--- config.mk ---
export PLATFORM = sky130hd
export DESIGN_NAME = avg_pool_ctrl_flat
export DESIGN_NICKNAME = d
export VERILOG_FILES = /design/src/rtl/avg_pool_ctrl_if.sv /design/src/rtl/avg_pool_ctrl.sv /design/src/flat_wrapper.sv
export SDC_FILE = /design/constraint.sdc
export NUM_CORES = 1
export LEC_CHECK = 0
export ABC_CLOCK_PERIOD_IN_PS = 2200
export CORE_MARGIN = 3
export CORE_UTILIZATION = 25
export DETAILED_ROUTE_END_ITERATION = 10
export PLACE_DENSITY_LB_ADDON = 0.15
export SLEW_MARGIN = 20
export SYNTH_ARGS = -nofsm -noshare
export SYNTH_HDL_FRONTEND = slang
export SYNTH_SLANG_ARGS = --single-unit
--- constraint.sdc ---
create_clock -name clk -period 2.2 [get_ports clk]
set_input_delay 0.44 -clock clk [delete_from_list [all_inputs] [get_ports clk]]
set_output_delay 0.44 -clock clk [all_outputs]
set_load 0.1 [all_outputs]
--- src/rtl/avg_pool_ctrl_if.sv ---
// Sample-in / result-out stream bundle for avg_pool_ctrl.
// The master side is the environment and the slave side is the controller.
interface avg_pool_ctrl_if #(
  parameter int DATA_W = 32
);
  logic                     in_valid;
  logic                     in_ready;
  logic signed [DATA_W-1:0] in_data;
  logic                     out_valid;
  logic                     out_ready;
  logic signed [DATA_W-1:0] out_data;

  // Both streams use valid/ready semantics. A beat transfers on a rising edge
  // where valid and ready are both 1. Once valid is raised, it and its data
  // stay stable until that transfer happens. Ready may change at any time.
  modport master (
    output in_valid, in_data, out_ready,
    input  in_ready, out_valid, out_data
  );

  modport slave (
    input  in_valid, in_data, out_ready,
    output in_ready, out_valid, out_data
  );
endinterface

--- src/rtl/avg_pool_ctrl.sv ---
// Average-pooling job sequencer: clears the pool, feeds WINDOW samples per window, waits out the pool latency and emits one result per window.
// Optional macro AVG_POOL_CTRL_STALL_CNT_EN adds the stall_cnt output.
module avg_pool_ctrl #(
  parameter int DATA_W   = 32,
  parameter int WINDOW   = 4,
  parameter int PIPE_LAT = 4
) (
  input  logic                     clk,
  input  logic                     rst,
  input  logic                     start,
  input  logic [15:0]              cfg_num_windows,
  avg_pool_ctrl_if.slave           bus,
  output logic                     pool_clr,
  output logic                     pool_en,
  output logic signed [DATA_W-1:0] pool_data,
  input  logic signed [DATA_W-1:0] pool_avg,
  output logic                     busy,
  output logic                     done,
`ifdef AVG_POOL_CTRL_STALL_CNT_EN
  output logic [15:0]              stall_cnt,
`endif
  output logic [2:0]               dbg_state
);

  typedef enum logic [2:0] {
    S_IDLE, S_CLEAR, S_FEED, S_DRAIN, S_OUTPUT, S_FIN
  } state_t;

  state_t      state;
  logic [15:0] num_win;
  logic [15:0] win_cnt;
  logic [7:0]  samp_cnt;
  logic [3:0]  lat_cnt;

  assign dbg_state = state;

  always_ff @(posedge clk) begin
    if (rst) begin
      state         <= S_IDLE;
      num_win       <= '0;
      win_cnt       <= '0;
      samp_cnt      <= '0;
      lat_cnt       <= '0;
      bus.in_ready  <= 1'b0;
      bus.out_valid <= 1'b0;
      bus.out_data  <= '0;
      pool_clr      <= 1'b0;
      pool_en       <= 1'b0;
      pool_data     <= '0;
      busy          <= 1'b0;
      done          <= 1'b0;
    end else begin
      pool_clr <= 1'b0;
      pool_en  <= 1'b0;
      done     <= 1'b0;
      case (state)
        S_IDLE: begin
          if (start) begin
            num_win <= cfg_num_windows;
            win_cnt <= '0;
            busy    <= 1'b1;
            if (cfg_num_windows == 16'd0) begin
              state <= S_FIN;
              done  <= 1'b1;
            end else begin
              state    <= S_CLEAR;
              pool_clr <= 1'b1;
            end
          end
        end
        S_CLEAR: begin
          samp_cnt     <= '0;
          bus.in_ready <= 1'b1;
          state        <= S_FEED;
        end
        S_FEED: begin
          if (bus.in_valid && bus.in_ready) begin
            pool_data <= bus.in_data;
            pool_en   <= 1'b1;
            samp_cnt  <= samp_cnt + 8'd1;
            if (samp_cnt == 8'(WINDOW - 1)) begin
              bus.in_ready <= 1'b0;
              lat_cnt      <= '0;
              state        <= S_DRAIN;
            end
          end
        end
        S_DRAIN: begin
          // The first DRAIN cycle is the one carrying the last pool_en,
          // so lat_cnt equals the number of cycles elapsed since it.
          if (lat_cnt == 4'(PIPE_LAT)) begin
            bus.out_data  <= pool_avg;
            bus.out_valid <= 1'b1;
            state         <= S_OUTPUT;
          end else begin
            lat_cnt <= lat_cnt + 4'd1;
          end
        end
        S_OUTPUT: begin
          if (bus.out_ready) begin
            bus.out_valid <= 1'b0;
            win_cnt       <= win_cnt + 16'd1;
            if (win_cnt + 16'd1 == num_win) begin
              state <= S_FIN;
              done  <= 1'b1;
            end else begin
              state    <= S_CLEAR;
              pool_clr <= 1'b1;
            end
          end
        end
        S_FIN: begin
          busy  <= 1'b0;
          state <= S_IDLE;
        end
        default: state <= S_IDLE;
      endcase
    end
  end

`ifdef AVG_POOL_CTRL_STALL_CNT_EN
  // Only an accepted start clears the count; starts during a job are ignored.
  always_ff @(posedge clk) begin
    if (rst) begin
      stall_cnt <= '0;
    end else if (state == S_IDLE && start) begin
      stall_cnt <= '0;
    end else if (busy && ((state == S_FEED && !bus.in_valid) ||
                          (state == S_OUTPUT && !bus.out_ready)) &&
                 stall_cnt != 16'hFFFF) begin
      stall_cnt <= stall_cnt + 16'd1;
    end
  end
`endif

endmodule

--- src/flat_wrapper.sv ---
// flat-port wrapper written by rule: the top's interface ports become plain ports
module avg_pool_ctrl_flat 
#(
  parameter int DATA_W   = 32,
  parameter int WINDOW   = 4,
  parameter int PIPE_LAT = 4
)
  (clk, rst, start, cfg_num_windows, pool_clr, pool_en, pool_data, pool_avg, busy, done, dbg_state, bus_in_valid, bus_in_data, bus_out_ready, bus_in_ready, bus_out_valid, bus_out_data);
  avg_pool_ctrl_if #(.DATA_W(DATA_W)) bus_i ();
  input  logic clk;
  input  logic rst;
  input  logic start;
  input  logic [15:0] cfg_num_windows;
  output logic pool_clr;
  output logic pool_en;
  output logic signed [DATA_W-1:0] pool_data;
  input  logic signed [DATA_W-1:0] pool_avg;
  output logic busy;
  output logic done;
  output logic [2:0] dbg_state;
  input wire logic [$bits(bus_i.in_valid)-1:0] bus_in_valid;
  input wire logic [$bits(bus_i.in_data)-1:0] bus_in_data;
  input wire logic [$bits(bus_i.out_ready)-1:0] bus_out_ready;
  output wire logic [$bits(bus_i.in_ready)-1:0] bus_in_ready;
  output wire logic [$bits(bus_i.out_valid)-1:0] bus_out_valid;
  output wire logic [$bits(bus_i.out_data)-1:0] bus_out_data;
  assign bus_i.in_valid = bus_in_valid;
  assign bus_i.in_data = bus_in_data;
  assign bus_i.out_ready = bus_out_ready;
  assign bus_in_ready = bus_i.in_ready;
  assign bus_out_valid = bus_i.out_valid;
  assign bus_out_data = bus_i.out_data;
  avg_pool_ctrl #(.DATA_W(DATA_W), .WINDOW(WINDOW), .PIPE_LAT(PIPE_LAT)) u_core (.clk(clk), .rst(rst), .start(start), .cfg_num_windows(cfg_num_windows), .bus(bus_i), .pool_clr(pool_clr), .pool_en(pool_en), .pool_data(pool_data), .pool_avg(pool_avg), .busy(busy), .done(done), .dbg_state(dbg_state));
endmodule
Word-level counts from Yosys, hierarchy flattened --
Cells that the tools add are included.
Storage, ports and cells: logic and storage cells 86, flip-flop bits (word level) 117, output and inout bits 73
Operators by class: add/subtract/negate cells 3, reduce and logical (&&, ||, !) cells 19, bitwise logic cells 1, mux-type cells 36, eq/ne operators 14
Operators by type and width (number):
- 16-bit two-way mux | 2
- 16-bit one-hot mux with 2 select lines | 1
- 3-bit two-way mux | 7
- 16-bit by 1-bit adder with 16-bit output (second input constant) | 1
- 16-bit equality test | 1
- 16-bit zero test | 1
- 8-bit one-hot mux with 2 select lines | 1
- 3-bit one-hot mux with 5 select lines | 1
- 1-bit two-way mux | 14
- 4-bit two-way mux | 3
- 1-bit one-hot mux with 2 select lines | 5
- 2-bit AND reduction | 5
- 2-bit nonzero test | 5
- 3-bit AND reduction | 3
- 8-bit by 1-bit adder with 8-bit output (second input constant) | 1
- 8-bit by 2-bit equality test with 1-bit output (second input constant) | 1
- 8-bit two-way mux | 1
- 4-bit one-hot mux with 2 select lines | 1
- 3-bit by 2-bit equality test with 1-bit output (second input constant) | 2
- 3-bit equality test (second input constant) | 2
- 2-bit by 1-bit inequality test with 1-bit output (second input constant) | 3
- 2-bit inequality test (second input constant) | 3
- 5-bit AND reduction | 1
- 4-bit by 1-bit adder with 4-bit output (second input constant) | 1
- other kinds (7) | 7

Logic depth before layout (Yosys ltp) --
Gate-level depths: netlist (run 1).
depth after elaboration 5, mapped depth 9, gate-level depth less buffers 8

Worst setup path before layout (run 1) --
No wires, ideal clock.
kind reg2reg, start register u_core.state[1], in the netlist u_core.dbg_state[1], end register u_core.pool_data[26], stages on the path, launching flop included 8, setup time 0.070 ns, arrival time 2.389 ns, slack -0.260 ns, period minus slack after synthesis 2.460 ns, required time 2.130 ns, path through dfxtp_1 -> clkbuf_1 -> nand2b_1 -> nor3_1 -> clkbuf_1 -> clkbuf_1 -> nand2_1 -> a21oi_1
On the way: longest elaborated chain between the ends 2
RTL lines:
- start, declared | line avg_pool_ctrl.sv:29 | state_t state;
- start signal, assigned | line avg_pool_ctrl.sv:39 | state <= S_IDLE;
- start signal, assigned | line avg_pool_ctrl.sv:63 | state <= S_FIN;
- start signal, assigned | line avg_pool_ctrl.sv:66 | state <= S_CLEAR;
- 3-bit by 2-bit equality test with 1-bit output | line avg_pool_ctrl.sv:56 | case (state)
- 2-bit AND reduction (no source line)
- end signal, assigned | line avg_pool_ctrl.sv:78 | pool_data <= bus.in_data;
- end, declared | line avg_pool_ctrl.sv:15 | output logic signed [DATA_W-1:0] pool_data,
No other way between the ends. A chain may end at the register's enable or synchronous reset.

Worst setup path in the final report (run 1) --
start register u_core.win_cnt[1], end register u_core.state[2], in the netlist u_core.dbg_state[2]
On the way: longest elaborated chain between the ends 5
RTL lines:
- start, declared | line avg_pool_ctrl.sv:31 | logic [15:0] win_cnt;
- start signal, assigned | line avg_pool_ctrl.sv:102 | win_cnt <= win_cnt + 16'd1;
- 16-bit by 1-bit adder with 16-bit output | line avg_pool_ctrl.sv:103 | if (win_cnt + 16'd1 == num_win) begin
- 16-bit equality test | line avg_pool_ctrl.sv:103
- 3-bit two-way mux | line avg_pool_ctrl.sv:103
- 3-bit two-way mux | line avg_pool_ctrl.sv:100 | if (bus.out_ready) begin
- 3-bit one-hot mux with 5 select lines | line avg_pool_ctrl.sv:56
- end signal, assigned | line avg_pool_ctrl.sv:63
- end signal, assigned | line avg_pool_ctrl.sv:104 | state <= S_FIN;
- end signal, assigned | line avg_pool_ctrl.sv:107 | state <= S_CLEAR;
No other way between the ends. The select of a mux whose other input is x is not followed.

==> flow_summary.yaml, run 1 <==
status:
  status: "completed"
worst_setup_path:
  critPathKind: "register to register"
  r2r-start: "u_core.win_cnt[1]$_SDFFE_PP0P_"
  critPathRequiredTime_ns: 2.52
  cp_slowest_cell: "dfxtp_1"
  critPathMaxStageDelay_ns: 0.41
  critPathMaxFanout: 4
  cp_cell_sequence: "ha_1 -> nand3_2 -> nor3_4 -> xnor2_1 -> a2111oi_4 -> nand2_2 -> o31ai_1"
  crit_start: "u_core.win_cnt[1]$_SDFFE_PP0P_"
  cp-end-kind: "register"
  critPathLaunchType: "register"
  rr_worst_depth: 7
  cp.arrival_ns: 2.38
power_and_ir_drop:
  p_leak_nw: 2.85
  total_power_mw: 5.70
  p_per_area_mw_per_mm2: 751
  vdd_drop_max_mv: 0.462
finish:
  ff_latch_area_mm2: 0.00235
  syn2layout_area_growth_pct: 49.4
  nets: 906
  fillers: 1996
  multiInputGateArea_mm2: 0.00258
  antennaDiodeCount: 0
  drive_gt1_share_pct: 20.6
flow_run:
  drv_cap: 0
yosys:
  synth_seq_area_share_pct: 46.1
  synth_area_mm2: 0.00508
  yosys_warnings: 0
  synth_cells: 644
  syn_area_per_cell_um2: 7.88
  ys.flop_type: "dfxtp_1"
  synth-seq-cells: 117
  synthArstFlopShare_pct: 0
  mappedNetlistNets: 733
  synth-edff-count: 0
  yosys.cell_types.count: 50
place:
  place_congestion: 0.820
  place_hpwl_um: 11500
  io_buffers: 157
route:
  detail_route.vias_per_cell: 4.55
  ant_nets: 0
  routedWlPerCell_um: 14.5
  drc: 0
  drtIter0Drc: 165
  routed_wl_um: 15900
  dr.pass1.iters: 4
  via_count: 4978
worst_hold_path:
  min-delay-start: "rst"
  hp-class: "input pin to register"
  hold_depth: 2
cts:
  clk_pin_slew_ns: 0.06
  cts-buffers-inserted: 17
  htreeDepth: 4
  cts_root_buf: "clkbuf_16"
  cts_sinks: 117
  cts_resized: 0
  clockBufferDepth: 2
  clk_latency_ns: 0.42
  cts_hold_buffers: 0
  cts_setup_buffers: 0
  cts_tree: "yes"
floorplanning:
  dieArea_mm2: 0.0221
  floorplan.initialDensity_pct: 25.7
  row_count: 51
  design.portCount: 158
  die_y_um: 148
  core_mm2: 0.0197
  die_w_um: 148
timing:
  max_slew_margin_pct: 71.9
  setup_viol: 0
  period_share_pct: 93.5
  finalClockSkew_ns: 0.00890
  hold_viol_final: 0
  max_freq_mhz: 486
  slew_viol_final: 0
  tns_ns: 0
  layout_min_cycle_time_ns: 2.06
  worst_slew_pin_slew_ns: 0.421
global_route:
  grt_pass1_wl_um: 25700
  track_usage_pct: 14.6
  grt_pass1_vias: 5037
  grt_max_degree: 89
  overflow: 0
  antenna_found_initial: 1
## critical path, delay by kind of cell, from the launching register on
kind            cells  cell delay (ns)
xor+xnor            1             0.15
simple gates        3             0.53
compound gates      2             0.66
fa+ha+maj           1             0.21
flops               1             0.41
## cell usage in the layout, fill, tap and decap left out, types with 8 or more instances in the layout
master / count
xnor2_1: 20
a21oi_1: 108
buf_4: 113
xor2_1: 9
nor4_1: 8
nor2_1: 41
dfxtp_1: 112
o21ai_0: 15
nor3_1: 8
nand2_1: 186
nand3_1: 10
clkbuf_16: 17
clkdlybuf4s50_1: 83
## cell families after synthesis
kind of cell    after synthesis  share of synthesized area, %
fa+ha+maj                     4                         0.986
xor+xnor                     30                          5.47
mux                           3                         0.592
flops                       117                          46.1
simple gates                299                          27.1
compound gates              142                          15.8
buf+inv                      49                          3.89
## where the power goes
group	switching, mW	internal [mW]	leakage (nW)	total (mW)
registers	0.0568	2.17	0.948	2.23
clock network	1.16	1.61	0.284	2.77
logic	0.408	0.297	1.62	0.705
total	1.62	4.07	2.85	5.70
## cells in the mapped netlist (2+ instances only)
cell type	number	share of area (%)
a21oi_1	108	11
and3_1	4	0.49
buf_2	5	0.49
clkbuf_1	38	2.8
dfxtp_1	117	46
ha_1	4	0.99
inv_1	5	0.37
mux2i_1	3	0.59
nand2_1	187	14
nand2b_1	7	0.86
nand3_1	10	0.99
nand3_2	2	0.39
nand3b_1	5	0.74
nand4_1	3	0.37
nor2_1	41	3.0
nor3_1	10	0.99
nor4_1	8	0.99
nor4_2	3	0.74
nor4_4	2	0.84
o2111ai_1	4	0.69
o21ai_0	15	1.5
or3_1	6	0.74
or4_1	3	0.44
xnor2_1	20	3.5
xor2_1	9	1.6
## sequential cells by signal (all words and copies together) (netlist names)
| name | cells |
|---|---|
| u_core.dbg_state | 3 |
| u_core.bus.out_valid | 1 |
| u_core.pool_data | 32 |
| u_core.busy | 1 |
| u_core.bus.out_data | 32 |
| u_core.lat_cnt | 4 |
| u_core.win_cnt | 16 |
| u_core.pool_clr | 1 |
| u_core.num_win | 16 |
| u_core.done | 1 |
| u_core.bus.in_ready | 1 |
| u_core.pool_en | 1 |
| u_core.samp_cnt | 8 |
## stage by stage
stage	hold WS (ns)	cell area (um^2)	util, %	std cells	setup WS, ns
after floorplan	0.448	5080	-	644	0.0211
after global placement	0.444	6960	35.3	1063	-0.235
after detailed placement	0.448	6960	35.3	1063	-0.148
after CTS	0.375	7550	38.3	1095	0.00760
after global routing	0.390	7580	38.5	1095	-0.00440
final	0.390	7580	38.5	1095	0.144
## metal layers
metal | track usage [%] | share of wire (%) | wire (um) | up-vias
met4 | 4.43 | 1.8 | 287 | 2
met1 | 16.9 | 41 | 6600 | 2312
li1 | - | - | - | 2523
met3 | 5.91 | 6.8 | 1080 | 19
met2 | 24.6 | 50 | 7940 | 122
met5 | 0 | 0.082 | 13 | -
## final cells by class
type,instances,share of cell area [%]
tap,265,4.37
clock inverter,15,2.11
clock buffer,17,5.61
inverter,5,0.247
multi-input combinational,478,34.0
timing repair buffer,198,22.7
sequential,117,31.0
## final timing paths
kind	endpoint	slack (ns)
setup / recovery	u_core.dbg_state[2]$_SDFFE_PP0P_	0.14
hold / removal	u_core.win_cnt[15]$_SDFFE_PP0P_	0.39
setup reg to reg	u_core.dbg_state[2]$_SDFFE_PP0P_	0.14
hold reg to reg	u_core.bus.out_data[25]$_SDFFE_PP0P_	0.46
(Power assumes the default switching activity.)
==> run 2: changes to the inputs <==
ABC_CLOCK_PERIOD_IN_PS = 2500   (was 2200)
CORE_MARGIN = default   (was 3)
CORE_UTILIZATION = 45   (was 25)
clock period = 2.5 ns   (was 2.2 ns; I/O delays follow)
==> run 2 against run 1 <==
Sequential cell count is the same. Clock power shrank 14%. Setup slack gained 0.053 ns. Critical path depth shrank 1. Cell area shrank 5.4%. Cell count shrank 14%. Combinational power shrank 15%. Largest power group unchanged. Highest routed layer is now met4.
==> flow_summary.yaml, run 2 (synthesized netlist as in run 1, its figures left out) <==
status:
  status: "completed"
worst_setup_path:
  critPathRequiredTime_ns: 2.82
  critPathKind: "register to register"
  r2r_slack_ns: 0.20
  cp_cell_sequence: "ha_1 -> nor4b_1 -> a41o_1 -> nand2_1 -> or4_1 -> o32ai_2"
  cp_slowest_cell: "or4_1"
  cp.arrival_ns: 2.63
  cp-end-kind: "register"
  path_buf_inv: 0
  critPathMaxFanout: 4
  critical-path-top-delay-family: "simple AND/OR/NAND/NOR gates"
  critPathLaunchType: "register"
  critPathMaxStageDelay_ns: 0.53
power_and_ir_drop:
  vdd_drop_max_mv: 0.486
  p_leak_nw: 2.69
  switching_share_pct: 24.9
  combPwrFrac_pct: 12.1
  netSwitchingPower_mw: 1.23
  p_clk_share_pct: 48.3
  p_per_area_mw_per_mm2: 690
  p_seq_share_pct: 39.6
  internal_power_mw: 3.71
finish:
  fin_area_mm2: 0.00717
  nets: 880
  drive_gt1_share_pct: 16.7
  layout_common_cells: "nand2_1 (187), dfxtp_1 (117), a21oi_1 (108)"
  post-route-util_pct: 65.6
  reg_top3: "u_core.bus.out_data (32), u_core.pool_data (32)"
  antennaDiodeCount: 0
  syn2layout_area_growth_pct: 41.3
  fin_cells: 942
  final_common_cell: "nand2_1"
cts:
  cts-buffers-inserted: 17
  cts_sinks: 117
  clk_pin_slew_ns: 0.05
  cts_root_buf: "clkbuf_16"
  htreeDepth: 4
  cts_tree: "yes"
  clk_latency_ns: 0.41
  clockBufferDepth: 2
  cts_hold_buffers: 0
route:
  ant_nets: 0
  drc: 0
  via_count: 4951
  routed_wl_um: 14300
  dr.pass1.iters: 7
  detail_route.vias_per_cell: 5.26
  drtIter0Drc: 267
  routedWlPerCell_um: 15.2
global_route:
  grt_use_met2_pct: 42.9
  gr-usage-met1_pct: 28.8
  grt_pass1_vias: 4739
  grt_pass1_wl_um: 22800
  top_usage_layer: "met2"
  track_usage_pct: 25.4
  grtUsageMet3_pct: 9.76
  antenna_found_initial: 0
  overflow: 0
  grt_max_degree: 43
timing:
  fin_hold_ws_ns: 0.452
  period_share_pct: 92.1
  max_freq_mhz: 434
  worst_slew_pin_slew_ns: 0.488
  finalClockSkew_ns: 0.00579
  slew_viol_final: 0
  tns_ns: 0
  setup_viol: 0
  max_slew_margin_pct: 67.3
  rsz0062_at_grt: "no"
  layout_min_cycle_time_ns: 2.30
  hold_viol_final: 0
place:
  dpl_cell_area_mm2: 0.00658
  place_congestion: 0.871
  place_hpwl_um: 10100
  dp.cells: 912
  io_buffers: 157
floorplanning:
  floorplan.initialDensity_pct: 46.4
  design.portCount: 158
  die_w_um: 108
  row_count: 38
  dieArea_mm2: 0.0117
  core_mm2: 0.0109
  die_y_um: 108
flow_run:
  drv_cap: 0
worst_hold_path:
  hp-class: "register to register"
run 2: cell type report:
cell class	instances	area (um^2)
fillers	930	3760
multi-input cells	478	2550
flip-flops and latches	117	2340
repair buffers	172	1500
clock buffers	22	484
well taps	140	175
clock inverters	8	100
inverters	5	18.8
run 2: timing repair:
item | CTS | global route
endpoints found under the setup margin | 0 | 2
setup buffers | 0 | 0
endpoints found under the hold margin | 0 | 0
gates resized for setup | 0 | 1
run 2: final timing paths:
| check | start | endpoint | cells past startpoint |
|---|---|---|---|
| setup / recovery | u_core.samp_cnt[0]$_SDFFE_PP0P_ | u_core.done$_SDFF_PP0_ | 6 |
| hold / removal | u_core.pool_data[1]$_SDFFE_PP0P_ | u_core.pool_data[1]$_SDFFE_PP0P_ | 2 |
| setup reg to reg | u_core.samp_cnt[0]$_SDFFE_PP0P_ | u_core.done$_SDFF_PP0_ | 6 |
| hold reg to reg | u_core.pool_data[1]$_SDFFE_PP0P_ | u_core.pool_data[1]$_SDFFE_PP0P_ | 2 |
run 2: per-stage QoR:
step | setup slack (ns) | power (mW)
after floorplan | 0.0404 | 2.34
after global placement | 0.202 | 2.58
after detailed placement | 0.149 | 2.59
after CTS | 0.177 | 4.99
after global routing | 0.0406 | 5.13
final | 0.197 | 4.95
run 2: routing by layer:
layer | up-vias | wire length [um]
met4 | 0 | 240
met3 | 21 | 1120
met1 | 2296 | 5750
met5 | - | 0
li1 | 2470 | -
met2 | 164 | 7200
run 2: power groups by stage:
stage	registers, mW	logic [mW]	clock network, mW
floorplan	2.11	0.232	0
global placement	2.00	0.588	0
detailed placement	2.00	0.594	0
CTS	1.96	0.598	2.43
global route	1.96	0.643	2.52
finish	1.96	0.599	2.39
run 2: worst register-to-register path: stages, from the launching register on:
cell	delay, ns
dfxtp_1	0.38
ha_1	0.25
nor4b_1	0.41
a41o_1	0.28
nand2_1	0.07
or4_1	0.53
o32ai_2	0.28
